### src/rtl/monitor_contador_0_13.sv
// Receiving-end checker for a modulo-(MAX+1) counter bus: locks onto the count
// sequence, then flags illegal steps and tallies violations and legal wraps.
module monitor_contador_0_13 #(
    parameter int WIDTH    = 4,
    parameter int MAX      = 13,
    parameter int SYNC_LEN = 2,
    parameter int CNT_W    = 8
) (
    input  logic             clk,
    input  logic             rst,
    input  logic             en,
    input  logic [WIDTH-1:0] q_in,
    output logic             locked,
    output logic             error,
    output logic             wrap,
    output logic [CNT_W-1:0] err_count,
    output logic [CNT_W-1:0] wrap_count
);
    // Handshake: q_in is qualified by en alone; there is no backpressure, and
    // error/wrap are single-cycle pulses one clock after the sampling edge.
    typedef enum logic [1:0] {HUNT, SYNC, LOCKED} state_t;

    localparam logic [WIDTH-1:0] MAX_V      = WIDTH'(MAX);
    localparam logic [2:0]       SYNC_LEN_V = 3'(SYNC_LEN);

    state_t             state_q, state_d;
    logic [WIDTH-1:0]   prev_q, prev_d;
    logic [2:0]         sync_cnt_q, sync_cnt_d;
    logic               locked_q, locked_d;
    logic               error_q, error_d;
    logic               wrap_q, wrap_d;
    logic [CNT_W-1:0]   err_count_q, err_count_d;
    logic [CNT_W-1:0]   wrap_count_q, wrap_count_d;
    logic               in_range;
    logic [WIDTH-1:0]   expected;

    assign in_range = (q_in <= MAX_V);
    assign expected = (prev_q == MAX_V) ? '0 : prev_q + WIDTH'(1);

    always_comb begin
        state_d      = state_q;
        prev_d       = prev_q;
        sync_cnt_d   = sync_cnt_q;
        error_d      = 1'b0;
        wrap_d       = 1'b0;
        err_count_d  = err_count_q;
        wrap_count_d = wrap_count_q;
        if (en) begin
            case (state_q)
                HUNT: begin
                    if (in_range) begin
                        prev_d     = q_in;
                        sync_cnt_d = '0;
                        state_d    = SYNC;
                    end
                end
                SYNC: begin
                    if (q_in == expected) begin
                        prev_d = q_in;
                        if (sync_cnt_q + 3'd1 == SYNC_LEN_V) begin
                            state_d    = LOCKED;
                            sync_cnt_d = '0;
                        end else begin
                            sync_cnt_d = sync_cnt_q + 3'd1;
                        end
                    end else if (in_range) begin
                        prev_d     = q_in;
                        sync_cnt_d = '0;
                    end else begin
                        state_d = HUNT;
                    end
                end
                LOCKED: begin
                    if (q_in == expected) begin
                        prev_d = q_in;
                        if (prev_q == MAX_V) begin
                            wrap_d       = 1'b1;
                            wrap_count_d = wrap_count_q + CNT_W'(1);
                        end
                    end else begin
                        error_d = 1'b1;
                        // Saturate so a long fault burst never reads back as few errors.
                        if (err_count_q != '1) err_count_d = err_count_q + CNT_W'(1);
                        if (in_range) begin
                            prev_d     = q_in;
                            sync_cnt_d = '0;
                            state_d    = SYNC;
                        end else begin
                            state_d = HUNT;
                        end
                    end
                end
                default: state_d = HUNT;
            endcase
        end
        locked_d = (state_d == LOCKED);
    end

    always_ff @(posedge clk or posedge rst) begin
        if (rst) begin
            state_q      <= HUNT;
            prev_q       <= '0;
            sync_cnt_q   <= '0;
            locked_q     <= 1'b0;
            error_q      <= 1'b0;
            wrap_q       <= 1'b0;
            err_count_q  <= '0;
            wrap_count_q <= '0;
        end else begin
            state_q      <= state_d;
            prev_q       <= prev_d;
            sync_cnt_q   <= sync_cnt_d;
            locked_q     <= locked_d;
            error_q      <= error_d;
            wrap_q       <= wrap_d;
            err_count_q  <= err_count_d;
            wrap_count_q <= wrap_count_d;
        end
    end

    assign locked     = locked_q;
    assign error      = error_q;
    assign wrap       = wrap_q;
    assign err_count  = err_count_q;
    assign wrap_count = wrap_count_q;

endmodule

### config.mk
export PLATFORM = sky130hd
export DESIGN_NAME = monitor_contador_0_13
export DESIGN_NICKNAME = d
export VERILOG_FILES = /design/src/rtl/monitor_contador_0_13.sv
export SDC_FILE = /design/constraint.sdc
export NUM_CORES = 1
export LEC_CHECK = 0
export CAP_MARGIN = 10
export CORE_UTILIZATION = 50
export CTS_CLUSTER_DIAMETER = 120
export DETAILED_ROUTE_END_ITERATION = 6
export GPL_TIMING_DRIVEN = 0
export PLACE_DENSITY = 0.75
export SYNTH_ARGS = -nofsm -noshare
export SYNTH_HDL_FRONTEND = slang
export SYNTH_SLANG_ARGS = --single-unit
### constraint.sdc
create_clock -name clk -period 2.6 [get_ports clk]
set_input_delay 0.39 -clock clk [delete_from_list [all_inputs] [get_ports clk]]
set_output_delay 0.39 -clock clk [all_outputs]
set_load 0.02 [all_outputs]
==> flow_summary.yaml <==
timing:
  maxSlewHeadroom: 0.6147
  hold_viol: 0
  setup_tns_ps: 0
  setup_viol: 0
  hold_ws_ps: 258.5
  tightest_slew_ps: 578.0
  slew_viol_final: 0
  finalClockSkew_ps: 4.036
  fmaxAchievable_mhz: 405.2
  timing.final.crit_share: 0.9493
  period_needed_ps: 2468
layout:
  multi_input_area_um2: 939.7
  stdcell_area_mm2: 0.002126
  nNetsFinal: 220
  drive_above_1_share: 0.1520
  antennaDiodeCount: 0
  area_growth_pct: 23.12
  fin_util: 0.6742
  seqCellArea_um2: 700.7
  fillCellCount: 269
  fin_cells: 248
run_status:
  status: "finished, final reports clean"
place:
  portBuffers: 24
  dpl.cell_count: 242
  place_area_mm2: 0.002022
  hpwl_mm: 2.632
  gp_congestion: 0.8253
floorplanning:
  start_util: 0.5476
  die_h_um: 60.77
  core_area_mm2: 0.003153
  dieArea_mm2: 0.003692
  num_rows: 20
  die_w_um: 60.77
  ios: 26
drt:
  drc_errors: 0
  drt-vias-per-instance: 5.661
  drt-initial-drc-count: 74
  detail_route.first_pass.iterations: 4
  routed_wl_mm: 3.731
  post_drt_wl_per_cell_um: 15.04
  ant_nets: 0
  vias: 1404
clock_network:
  cts_inserted_buffers: 3
  worstSkewPairLatency_ps: 330
  cts_tree: "built"
  h-tree-depth: 1
  cts_buffer_depth: 2
  clkTransAtPathRegs_ps: 150
  cts_hold_buf: 0
  clock-sinks: 28
  root_buffer: "clkbuf_4"
synth:
  yosysSeqAreaShare: 0.4058
  avgSynthCellArea_um2: 9.923
  synth_top_area_cell: "dfrtp_1"
  ys.flop_type: "dfrtp_1"
  synth-simple-area-share: 0.2507
  yosysWarnings: 0
  ys_types: 50
  synth_top_area_share: 0.4058
  synth_top_family_by_area: "simple AND/OR/NAND/NOR gates"
  synth-seq-cells: 28
  synth_adder_area_share: 0.05797
  netlist_area_mm2: 0.001727
  synth-xor-area-share: 0.08623
  synth_edf_count: 0
  synthMuxAreaShare: 0.02536
  ys_top_cells_by_area: "dfrtp_1, xor2_1, ha_1, nor2_1, nand3_1"
  synth_compound_area_frac: 0.1159
  async_reset_ff_frac: 1.000
  syn_inst: 174
  syn-num-nets: 189
power:
  p_int_uw: 776.6
  p_comb_frac: 0.317
  p_per_area_mw_per_mm2: 538.4
  swShare: 0.3214
  power_frac_clock: 0.250
  p_sw_uw: 367.9
  peakVddDrop_uv: 251.1
  p_leak_nw: 0.9907
  p_seq_frac: 0.433
worst_setup_path:
  max_stage_delay_ps: 640
  path_cells: "inv_1 > ha_1 > clkbuf_4 > nand2_1 > or4b_2 > buf_2 > nor2_2 > mux2_1"
  path_max_fanout: 10
  required_ps: 2830
  critical_path_class: "flop to flop"
  end_kind: "flop"
  cpMaxStageDelayCell: "or4b_2"
  cp-start-kind: "flop"
  crit_arrival_ps: 2700
hold_path:
  hp-class: "primary input to async pin"
global_routing:
  grt_usage: 0.2238
  grt_max_degree: 29
  grt_pass1_wl_mm: 6.099
  antenna_found_initial: 0
  grt-ovfl-total: 0
  grt_pass1_vias: 1385
run:
  maxCapViolations: 0
## state kept, by name, summed over array words and instances (netlist names)
| signal | count |
|---|---|
| prev_q | 4 |
| wrap | 1 |
| locked | 1 |
| wrap_count | 8 |
| state_q | 2 |
| error | 1 |
| sync_cnt_q | 3 |
| err_count | 8 |
## cells in the mapped netlist, drive strengths merged, types with 2 or more instances
cell    instances
dfrtp          28
nor2           17
xor2           12
nand3          11
buf             9
nor3            9
ha              8
nand2           8
inv             7
a21oi           6
xnor2           5
nand2b          4
nand4           4
nor4            4
nor4b           4
o21ai           4
and3            3
mux2            3
a211oi          2
a31oi           2
a32o            2
and4b           2
clkbuf          2
o211ai          2
## cells in the final DEF, fill, tap and decap left out, types with 2 or more instances in the layout
cell             Yosys  layout
nand2b_1             4       4
xor2_1              12      12
clkbuf_4             0       4
nor4b_1              3       3
nor3_1               9       8
a31oi_1              2       2
clkbuf_1             2       2
nand3_1             11      11
and3_1               3       3
buf_4                1       2
nor2_1              16      16
xnor2_1              5       5
buf_2                5       4
inv_1                7       7
buf_6                3       3
a21oi_1              6       6
dfrtp_1             28      28
a32o_1               2       2
o21ai_0              4       4
nor4_1               2       2
nand2_1              7       7
mux2_2               2       2
nand4_1              4       4
ha_1                 8       8
clkdlybuf4s50_1      0      24
## power groups by stage
stage / logic, mW / clock network (mW) / registers [mW]
3_3_place_gp: 0.320 / 0 / 0.504
4_1_cts: 0.337 / 0.296 / 0.500
2_1_floorplan: 0.234 / 0 / 0.515
5_1_grt: 0.406 / 0.311 / 0.500
3_5_place_dp: 0.332 / 0 / 0.508
6_report: 0.363 / 0.286 / 0.495
## metal layers
layer,track usage,share of wire,routed length [µm]
met1,0.2700,0.44,1647
met5,0,0,0
met4,0.09091,0.011,41
met2,0.3956,0.52,1937
met3,0.03838,0.028,105
## cells by family (layout without fill, tap and decap cells)
| logic type | Yosys count | in the layout |
|---|---|---|
| XOR/XNOR | 17 | 17 |
| adder cells (fa/ha/maj) | 8 | 8 |
| buffers and inverters | 18 | 48 |
| AO/OA/AOI/OAI | 26 | 26 |
| AND/OR/NAND/NOR | 73 | 73 |
| multiplexers | 4 | 4 |
| flip-flops | 28 | 28 |
## worst paths after layout
kind | startpoint | to | slack (ps) | cells past startpoint
max | state_q[0]$_DFF_PP0_ | wrap_count[1]$_DFFE_PP0P_ | 130 | 8
min | rst | wrap_count[6]$_DFFE_PP0P_ | 260 | 2
max reg2reg | state_q[0]$_DFF_PP0_ | wrap_count[1]$_DFFE_PP0P_ | 130 | 8
min reg2reg | wrap_count[7]$_DFFE_PP0P_ | wrap_count[7]$_DFFE_PP0P_ | 500 | 1
max in group asynchronous | rst | locked$_DFF_PP0_ | 1950 | 3
min in group clk | en | error$_DFF_PP0_ | 450 | 3
## worst max-delay path, delay by kind of cell, from the launching register on
kind | cells | cell delay, ps
multiplexers | 1 | 330
buffers and inverters | 3 | 510
adder cells (fa/ha/maj) | 1 | 150
AND/OR/NAND/NOR | 3 | 930
flip-flops | 1 | 440
## stage by stage
stage	setup WS (ps)	power, mW
after detailed placement	-136.6	0.8404
after global routing	-10.80	1.217
final	131.9	1.144
after floorplan	350.3	0.7487
after global placement	-46.21	0.8236
after CTS	76.10	1.132
## what timing repair did
item	in CTS	in global routing
setup endpoints to repair	0	4
resized for setup	0	3
setup buffers	0	1
## cell type report
cell class / count / share of cell area
repair buffers: 26 / 0.1295
flip-flops and latches: 28 / 0.3296
plain buffers: 11 / 0.03590
multi-input cells: 128 / 0.4420
well taps: 44 / 0.02590
clock buffers: 3 / 0.01059
inverters: 7 / 0.01236
clock inverters: 1 / 0.01413
(Power assumes the default switching activity.)
